$ cat config.mk
export PLATFORM = sky130hd
export DESIGN_NAME = reg_scoreboard
export DESIGN_NICKNAME = d
export VERILOG_FILES = /design/src/rtl/reg_scoreboard_pkg.sv /design/src/rtl/sb_counter.sv /design/src/rtl/reg_scoreboard.sv
export SDC_FILE = /design/constraint.sdc
export NUM_CORES = 1
export LEC_CHECK = 0
export CAP_MARGIN = 20
export CORE_MARGIN = 5
export CORE_UTILIZATION = 40
export CTS_CLUSTER_DIAMETER = 100
export DETAILED_ROUTE_END_ITERATION = 16
export HOLD_SLACK_MARGIN = 0.03
export PLACE_DENSITY = 0.67
export SYNTH_ARGS = -nofsm -noshare
export SYNTH_HDL_FRONTEND = slang
export SYNTH_SLANG_ARGS = --single-unit
$ cat constraint.sdc
create_clock -name clk -period 8.2 [get_ports clk]
set_clock_uncertainty 0.2 [all_clocks]
set_input_delay 1.23 -clock clk [delete_from_list [all_inputs] [get_ports clk]]
set_output_delay 1.23 -clock clk [all_outputs]
set_load 0.01 [all_outputs]
$ cat src/rtl/reg_scoreboard_pkg.sv
// Shared register-index and pending-counter definitions for the pipeline
// scoreboard, register file and hazard/forwarding logic.
package reg_scoreboard_pkg;

    localparam int NUM_REGS = 16;
    localparam int REG_W    = 4;
    localparam int CNT_W    = 2;

    typedef logic [REG_W-1:0] reg_idx_t;
    typedef logic [CNT_W-1:0] cnt_t;

endpackage

$ cat src/rtl/sb_counter.sv
// One saturating up/down pending-write counter; simultaneous inc and dec cancel.
module sb_counter
    import reg_scoreboard_pkg::*;
#(
    parameter int CNT_W = reg_scoreboard_pkg::CNT_W
) (
    input  logic             clk,
    input  logic             rst,
    input  logic             inc,
    input  logic             dec,
    output logic [CNT_W-1:0] count,
    output logic [CNT_W-1:0] count_next,
    output logic             busy,
    output logic             ovf,
    output logic             udf
);

    localparam logic [CNT_W-1:0] CNT_MAX = '1;

    logic [CNT_W-1:0] count_q, count_d;
    logic             busy_q, busy_d;

    always_comb begin
        count_d = count_q;
        ovf     = 1'b0;
        udf     = 1'b0;
        if (inc && !dec) begin
            if (count_q == CNT_MAX) ovf = 1'b1;
            else                    count_d = count_q + CNT_W'(1);
        end else if (dec && !inc) begin
            if (count_q == '0) udf = 1'b1;
            else               count_d = count_q - CNT_W'(1);
        end
        busy_d = (count_d != '0);
    end

    always_ff @(posedge clk) begin
        if (rst) begin
            count_q <= '0;
            busy_q  <= 1'b0;
        end else begin
            count_q <= count_d;
            busy_q  <= busy_d;
        end
    end

    assign count      = count_q;
    assign count_next = count_d;
    assign busy       = busy_q;

endmodule

$ cat src/rtl/reg_scoreboard.sv
// Per-register pending-write scoreboard: records ID-stage destinations, retires
// them at WB and stalls ID while any read source still has a write in flight.
module reg_scoreboard #(
    parameter int NUM_REGS  = reg_scoreboard_pkg::NUM_REGS,
    parameter int REG_W     = reg_scoreboard_pkg::REG_W,
    parameter int CNT_W     = reg_scoreboard_pkg::CNT_W,
    parameter bit WB_BYPASS = 1'b1
) (
    input  logic                   clk,
    input  logic                   rst,
    input  logic                   freeze,
    input  logic                   flush,
    input  logic                   issue_valid,
    input  logic                   issue_wb_en,
    input  logic [REG_W-1:0]       issue_dest,
    input  logic [REG_W-1:0]       src1,
    input  logic [REG_W-1:0]       src2,
    input  logic                   two_src,
    input  logic                   wb_valid,
    input  logic [REG_W-1:0]       wb_dest,
    output logic                   hazard_detected,
    output logic [NUM_REGS-1:0]    busy_mask,
    output logic [REG_W+CNT_W-1:0] inflight,
    output logic                   err_overflow,
    output logic                   err_underflow
);

    import reg_scoreboard_pkg::*;

    localparam int SUM_W = REG_W + CNT_W;

    logic [CNT_W-1:0]    cnt_q    [NUM_REGS];
    logic [CNT_W-1:0]    cnt_next [NUM_REGS];
    logic [NUM_REGS-1:0] inc_vec, dec_vec, ovf_vec, udf_vec;
    logic                inc;
    logic                src1_pend, src2_pend;
    logic [SUM_W-1:0]    inflight_q, inflight_d;
    logic                err_overflow_q, err_overflow_d;
    logic                err_underflow_q, err_underflow_d;

    // A write-back committing this cycle retires one pending write of the
    // source, since the register file writes before it is read.
    function automatic logic src_pending(input logic [CNT_W-1:0] cnt,
                                         input logic              wb_hit);
        logic [CNT_W-1:0] eff;
        eff = cnt;
        if (WB_BYPASS && wb_hit && cnt != '0) eff = cnt - CNT_W'(1);
        return eff != '0;
    endfunction

    always_comb begin
        src1_pend = src_pending(cnt_q[src1], wb_valid && (wb_dest == src1));
        src2_pend = src_pending(cnt_q[src2], wb_valid && (wb_dest == src2));
        hazard_detected = issue_valid && (src1_pend || (two_src && src2_pend));
        inc = issue_valid && issue_wb_en && !hazard_detected && !freeze && !flush;
    end

    generate
        for (genvar gi = 0; gi < NUM_REGS; gi++) begin : g_reg
            assign inc_vec[gi] = inc && (issue_dest == REG_W'(gi));
            assign dec_vec[gi] = wb_valid && (wb_dest == REG_W'(gi));

            sb_counter #(.CNT_W(CNT_W)) u_cnt (
                .clk        (clk),
                .rst        (rst),
                .inc        (inc_vec[gi]),
                .dec        (dec_vec[gi]),
                .count      (cnt_q[gi]),
                .count_next (cnt_next[gi]),
                .busy       (busy_mask[gi]),
                .ovf        (ovf_vec[gi]),
                .udf        (udf_vec[gi])
            );
        end
    endgenerate

    always_comb begin
        inflight_d = '0;
        for (int i = 0; i < NUM_REGS; i++) begin
            inflight_d = inflight_d + SUM_W'(cnt_next[i]);
        end
        err_overflow_d  = err_overflow_q  || (|ovf_vec);
        err_underflow_d = err_underflow_q || (|udf_vec);
    end

    always_ff @(posedge clk) begin
        if (rst) begin
            inflight_q      <= '0;
            err_overflow_q  <= 1'b0;
            err_underflow_q <= 1'b0;
        end else begin
            inflight_q      <= inflight_d;
            err_overflow_q  <= err_overflow_d;
            err_underflow_q <= err_underflow_d;
        end
    end

    assign inflight      = inflight_q;
    assign err_overflow  = err_overflow_q;
    assign err_underflow = err_underflow_q;

endmodule

# ---- Word-level counts from Yosys, hierarchy flattened
# Cells that the tools add are included.
dict set report totals {
  regBits 56
  latch_bits 0
  ram_bits 0
  mem_bits_ro 0
  in_bits 24
  output_inout_bits 25
  elab_cells 440
  memories 0
}
dict set report op_classes {
  addsub 49
  multipliers 0
  n_div 0
  order_cmp 2
  eq_ne 48
  n_shift 0
  n_mux 152
  n_bitwise 2
  n_reduce_logical 152
}
# op count
set op_table {}
lappend op_table {{$mux 2} 70}
lappend op_table {{$mux 1} 80}
lappend op_table {{$logic_and 1x1->1} 74}
lappend op_table {{$add 6x2->6} 11}
lappend op_table {{$eq 4x4->1 const B} 16}
lappend op_table {{$reduce_bool 2->1} 20}
lappend op_table {{$sub 2x1->2 const B} 18}
lappend op_table {{$logic_not 1->1} 35}
lappend op_table {{$add 2x1->2 const B} 16}
lappend op_table {{$eq 2x2->1 const B} 16}
lappend op_table {{$eq 4x3->1 const B} 8}
lappend op_table {{$logic_not 2->1} 16}
lappend op_table {{$reduce_or 16->1} 2}
lappend op_table {{$bmux 2 s4} 2}
lappend op_table {{$eq 4x2->1 const B} 4}
lappend op_table {{$ge 5x5->1 const B} 2}
lappend op_table {{$not 4->5} 2}
lappend op_table {{$eq 4x1->1 const B} 2}
lappend op_table {{$eq 4x4->1} 2}
lappend op_table {{$logic_not 4->1} 2}
lappend op_table {{$add 5x2->6} 1}
lappend op_table {{$add 4x2->5} 1}
lappend op_table {{$add 3x2->4} 1}
lappend op_table {{$add 2x2->3} 1}
lappend op_table {{$logic_or 1x1->1} 3}

# ---- Depth between registers and ports, before layout
dict set report logic_depth {
  ltp_word 35
  depth_mapped 31
  ltp_nobuf 27
}

# ---- Cells and area by module
# From an unflattened synthesis, not the netlist that was laid out.
dict set report hier_totals {
  hier_cells 526
  hier_area_um2 4887.2
}
# mod n_inst cells_each area_per_inst_um2 seq_area_each_um2
set by_module_without_submodules {}
lappend by_module_without_submodules {sb_counter 16 19 168.9 60.1}
lappend by_module_without_submodules {reg_scoreboard 1 222 2184.6 160.2}

# ---- Worst setup path after synthesis
# OpenSTA, ideal clock, no wires.
dict set report synth_path {
  path_kind {input port to flip-flop}
  from {input port src1[2]}
  to {register inflight_q[5], in the netlist inflight[5]}
  setup_time_ns 0.071
  t_arrival_ns 7.609
  required_ns 7.929
  path_slack_ns 0.320
  cell_stages 30
  path_buffers 4
  path_cell_list {buf_2 buf_4 mux4_2 mux2i_1 mux2i_1 inv_1 ha_1 nand3b_1 o2111a_1 a211oi_2 a21o_1 buf_6 buf_2 nor4_1 nand2_1 a21boi_1 nor2_1 fa_1 inv_1 fa_1 inv_1 fa_1 fa_1 fa_1 ha_1 inv_1 fa_1 nor2b_1 o21ai_0 a21oi_1}
}
# item line_no
set synth_rtl {}
lappend synth_rtl {{from (decl)} reg_scoreboard.sv:16} ;# input logic [REG_W-1:0] src1,
lappend synth_rtl {{to (signal assigned)} reg_scoreboard.sv:92} ;# inflight_q <= inflight_d;
lappend synth_rtl {{to (decl)} reg_scoreboard.sv:37} ;# logic [SUM_W-1:0] inflight_q, inflight_d;

# ---- Worst setup path after layout
dict set report layout_path {
  from {input port src1[2]}
  to {register inflight_q[4], in the netlist inflight[4]}
}
dict set report layout_via {
  elab_chain_len 34
  word_cells_on_any_way 128
  cone_classes {add/sub: 16; eq/ne: 1; mux: 36; bitwise: 1; reduce/logical: 74}
}
# item line_no
set layout_lines {}
lappend layout_lines {{parallel branches: the longest is 6 deep, another holds $sub 2x1->2} -}
lappend layout_lines {{$mux 2 (*)} reg_scoreboard.sv:47} ;# if (WB_BYPASS && wb_hit && cnt != '0) eff = cnt - CNT_W'(1);
lappend layout_lines {{$reduce_bool 2->1 (*)} reg_scoreboard.sv:48} ;# return eff != '0;
lappend layout_lines {{$logic_or 1x1->1 (*)} reg_scoreboard.sv:54} ;# hazard_detected = issue_valid && (src1_pend || (two_src && src2_pend));
lappend layout_lines {{$logic_and 1x1->1 (*)} reg_scoreboard.sv:54}
lappend layout_lines {{$logic_not 1->1 (*)} reg_scoreboard.sv:55} ;# inc = issue_valid && issue_wb_en && !hazard_detected && !freeze && !flush;
lappend layout_lines {{$logic_and 1x1->1 (*) (3 in a row)} reg_scoreboard.sv:55}
lappend layout_lines {{$logic_and 1x1->1} reg_scoreboard.sv:60} ;# assign inc_vec[gi] = inc && (issue_dest == REG_W'(gi));
lappend layout_lines {{(+2 left out)} -}
lappend layout_lines {{$mux 2} sb_counter.sv:30} ;# end else if (dec && !inc) begin
lappend layout_lines {{$mux 2} sb_counter.sv:27} ;# if (inc && !dec) begin
lappend layout_lines {{$add 2x2->3} reg_scoreboard.sv:80} ;# inflight_d = inflight_d + SUM_W'(cnt_next[i]);
lappend layout_lines {{$add 3x2->4} reg_scoreboard.sv:80}
lappend layout_lines {{$add 4x2->5} reg_scoreboard.sv:80}
lappend layout_lines {{$add 5x2->6} reg_scoreboard.sv:80}
lappend layout_lines {{$add 6x2->6 (10 in a row)} reg_scoreboard.sv:80}
lappend layout_lines {{$add 6x2->6 (*)} reg_scoreboard.sv:80}
# Mark *: on every way between the ends. The select of a mux whose other input is x is not followed.
# A chain may end at the register's enable or synchronous reset.

==> results.tsv <==
stage	metric	value	unit
outcome	status	complete, no violations	
clock_tree	root buffer cell	clkbuf_16	
critical_path	Data arrival, critical path	7850	ps
synthesis	Synth area leaders	dfxtp_1 (22%), fa_1 (10%), nor2_1 (6.3%)	
clock_tree	clk slew on worst S/H paths	80	ps
critical_path	Max stage delay on crit path	570	ps
floorplan	initial core utilization	40.6	%
synthesis	Synth Register Bits	56	
final_layout	number of fill cells in the layout	1200	
timing	endpoints failing hold	0	
placed_design	gpl congestion	0.942	
clock_tree	Clock Sinks	56	
placed_design	Placement Cell Area	0.00602	mm²
timing	Slew @ Worst Pin	905	ps
drt	Routed WL per cell	18.5	µm
placed_design	Post-Place Worst Slack	-533	ps
drt	First-pass DRT Iterations	5	
power	Final Power	628	µW
global_route	vias in the first global route	4712	
critical_path	critical path buffer and inverter count	7	
final_layout	final instance area	0.00638	mm²
power	pwr/cell area	98.4	mW/mm²
global_route	antenna violations before repair	0	
critical_path	CP startpoint kind	primary input	
timing	Final Worst Setup Slack	320	ps
synthesis	synthesized area per cell	8.17	µm²
drt	DR vias	4849	
critical_path	r2r worst-path depth	26	
final_layout	Synth-to-Final Area Change	25.3	%
synthesis	YS warnings	0	
critical_path	Slowest cell on crit path	fa_1	
critical_path	CP endpoint kind	register	
synthesis	area leader, netlist	dfxtp_1	
timing	minimum clock period	7880	ps
clock_tree	CTS tree	done	
drt	drt drc	0	
min_path	worst hold path startpoint	g_reg[1].u_cnt.count[1]	
drt	1st-iter DRT viols	417	
clock_tree	TritonCTS buffer count	5	
synthesis	Synth Instances	624	
placed_design	dpl cells	856	
min_path	worst hold endpoint	g_reg[1].u_cnt.busy	
critical_path	RR Endpoint	inflight[4]	
critical_path	CP required	8170	ps
synthesis	Distinct cells, synth	71	
floorplan	IO Pins	49	
synthesis	Post-Syn Area	0.00510	mm²
min_path	Hold WC Path Type	register to register	
critical_path	setup slack, reg-to-reg	1030	ps
clock_tree	worst skew pair latency	310	ps
synthesis	top cell type's share of synthesized area	22.0	%
synthesis	dominant synthesized flop cell	dfxtp_1	
floorplan	DIE WIDTH	123	µm
floorplan	DIE AREA	0.0151	mm²
critical_path	Crit path top cell by count	fa_1	
global_route	GRT Residual Overflow	0	
timing	Final Max Slew Viols	0	
timing	WHS	403	ps
drt	DR vias/cell	5.56	
placed_design	post-DP HPWL	12.9	mm
job	max-cap viol count	0	
timing	Finish-stage setup viols	0	
drt	ANT nets after route	0	
power	Pleak	0.00262	µW
critical_path	reg2reg start	g_reg[3].u_cnt.count[1]	
synthesis	sequential fraction of the synthesis area	22.0	%
synthesis	syn_nets	684	
final_layout	ant diodes	0	
critical_path	WS Path Type	primary input to register	
placed_design	Port Buf Inserts	48	
floorplan	Die Ht	123	µm
global_route	gr usage total	22.1	%
final_layout	fin cells	872	
drt	DRT Wirelength	16.2	mm
floorplan	core area	0.0126	mm²
clock_tree	hold bufs inserted after CTS	0	
critical_path	worst-path fanout max	8	
power	worst ir drop on vdd	94.7	µV
timing	f_max	127	MHz
timing	max_slew headroom	39.6	%
final_layout	layout cells sized above 1	20.6	%
floorplan	row count	41	
global_route	largest net degree at the start of global routing	47	
critical_path	Largest delay share family, worst path	adder cells	
clock_tree	H-tree Lvls	2	
synthesis	asr flop ratio synth	0	%
final_layout	fin nets	759	
timing	crit share post-route	96.1	%
clock_tree	Longest Clk Path Bufs	2	
synthesis	EDFF count, synth	0	
min_path	hold depth	2	
global_route	first-pass GRT wire length	25.6	mm
==> timing repair <==
item | in CTS | in global routing
setup buffers | 5 | 4
pin swaps | 12 | 28
resized for setup | 14 | 39
endpoints found under the setup margin | 4 | 4
==> area by class of cell <==
class | instances | area [µm²] | area share, %
Timing Repair Buffer | 124 | 1080 | 16.9
Clock inverter | 3 | 22.5 | 0.353
Tap cell | 172 | 215 | 3.37
Inverter | 52 | 195 | 3.06
Multi-Input combinational cell | 460 | 3620 | 56.8
Clock buffer | 5 | 125 | 1.96
Sequential cell | 56 | 1120 | 17.6
==> power by group <==
group          total [µW]  internal (µW)  switching, µW
registers             279            276           3.74
clock network         226            115            111
logic                 124           58.7           64.8
total                 628            449            179
==> how the worst max path moves through the flow <==
stage                 start          end  slack, ps  cells after the start
global route        src1[2]  inflight[5]        -30                     29
detailed placement  src2[2]  inflight[5]       -530                     27
finish              src1[2]  inflight[4]        320                     29
CTS                 src2[0]  inflight[5]         20                     30
floorplan           src1[2]  inflight[5]        320                     30
global placement    src2[0]  inflight[5]       -430                     27
==> logic make-up after synthesis <==
kind of cell | share of synthesized area, %
flops | 22.0
mux | 10.5
xor+xnor | 2.75
simple gates | 24.1
compound gates | 16.2
buf+inv | 9.62
fa+ha+maj | 14.8
==> flip-flops by register name (all words and copies together), names as in the netlist <==
register       cells
err_overflow       1
err_underflow      1
g.u_cnt.busy      16
g.u_cnt.count     32
inflight           6
==> metal layers <==
metal	wire length (µm)	share of wire [%]	global-route usage, %	vias up
met5	0	0	0	-
met3	916	5.7	3.59	35
met1	7030	43	29.3	2334
met4	498	3.1	8.82	0
li1	-	-	-	2315
met2	7720	48	36.1	165
==> through the flow <==
stage	utilization, %	TNS, ps
after floorplan	-	0
after global placement	47.9	-1470
after detailed placement	47.9	-1810
after CTS	49.7	0
after global routing	50.8	-34.8
final	50.8	0
==> synth_stat cells, types with 5 or more instances <==
master,instances
nand3_1,18
inv_1,52
maj3_1,11
buf_4,18
xnor2_1,12
a21o_1,5
mux2i_1,21
a31oi_1,10
o21bai_1,5
nor4_1,6
nand2_1,37
o21ai_0,21
o21a_1,7
mux4_2,14
ha_1,10
dfxtp_1,56
buf_1,5
fa_1,26
nand2b_1,6
nor3_1,26
nand4_1,6
buf_2,8
a21oi_1,29
clkbuf_1,24
or3_1,5
and2_1,14
nor2b_1,9
nor2_1,86
==> placed cells by master (no fill, tap or decap), types with 7 or more instances in the layout <==
master	synthesis	final
a31oi_1	10	10
a21oi_1	29	25
nor3_1	26	22
nand2_1	37	37
fa_1	26	22
nor2_1	86	85
nand3_1	18	18
nor2b_1	9	8
and2_1	14	13
maj3_1	11	11
xnor2_1	12	12
mux2i_1	21	20
o21a_1	7	7
buf_4	18	70
clkdlybuf4s50_1	0	41
inv_1	52	49
ha_1	10	9
mux4_2	14	14
dfxtp_1	56	56
o21ai_0	21	18
==> tightest hold or removal path: stages, from the launching register on <==
cell,delay (ps)
dfxtp_1,400
nor2_1,130
nor2_1,40
Note: power is estimated with default switching activity, not from simulation.
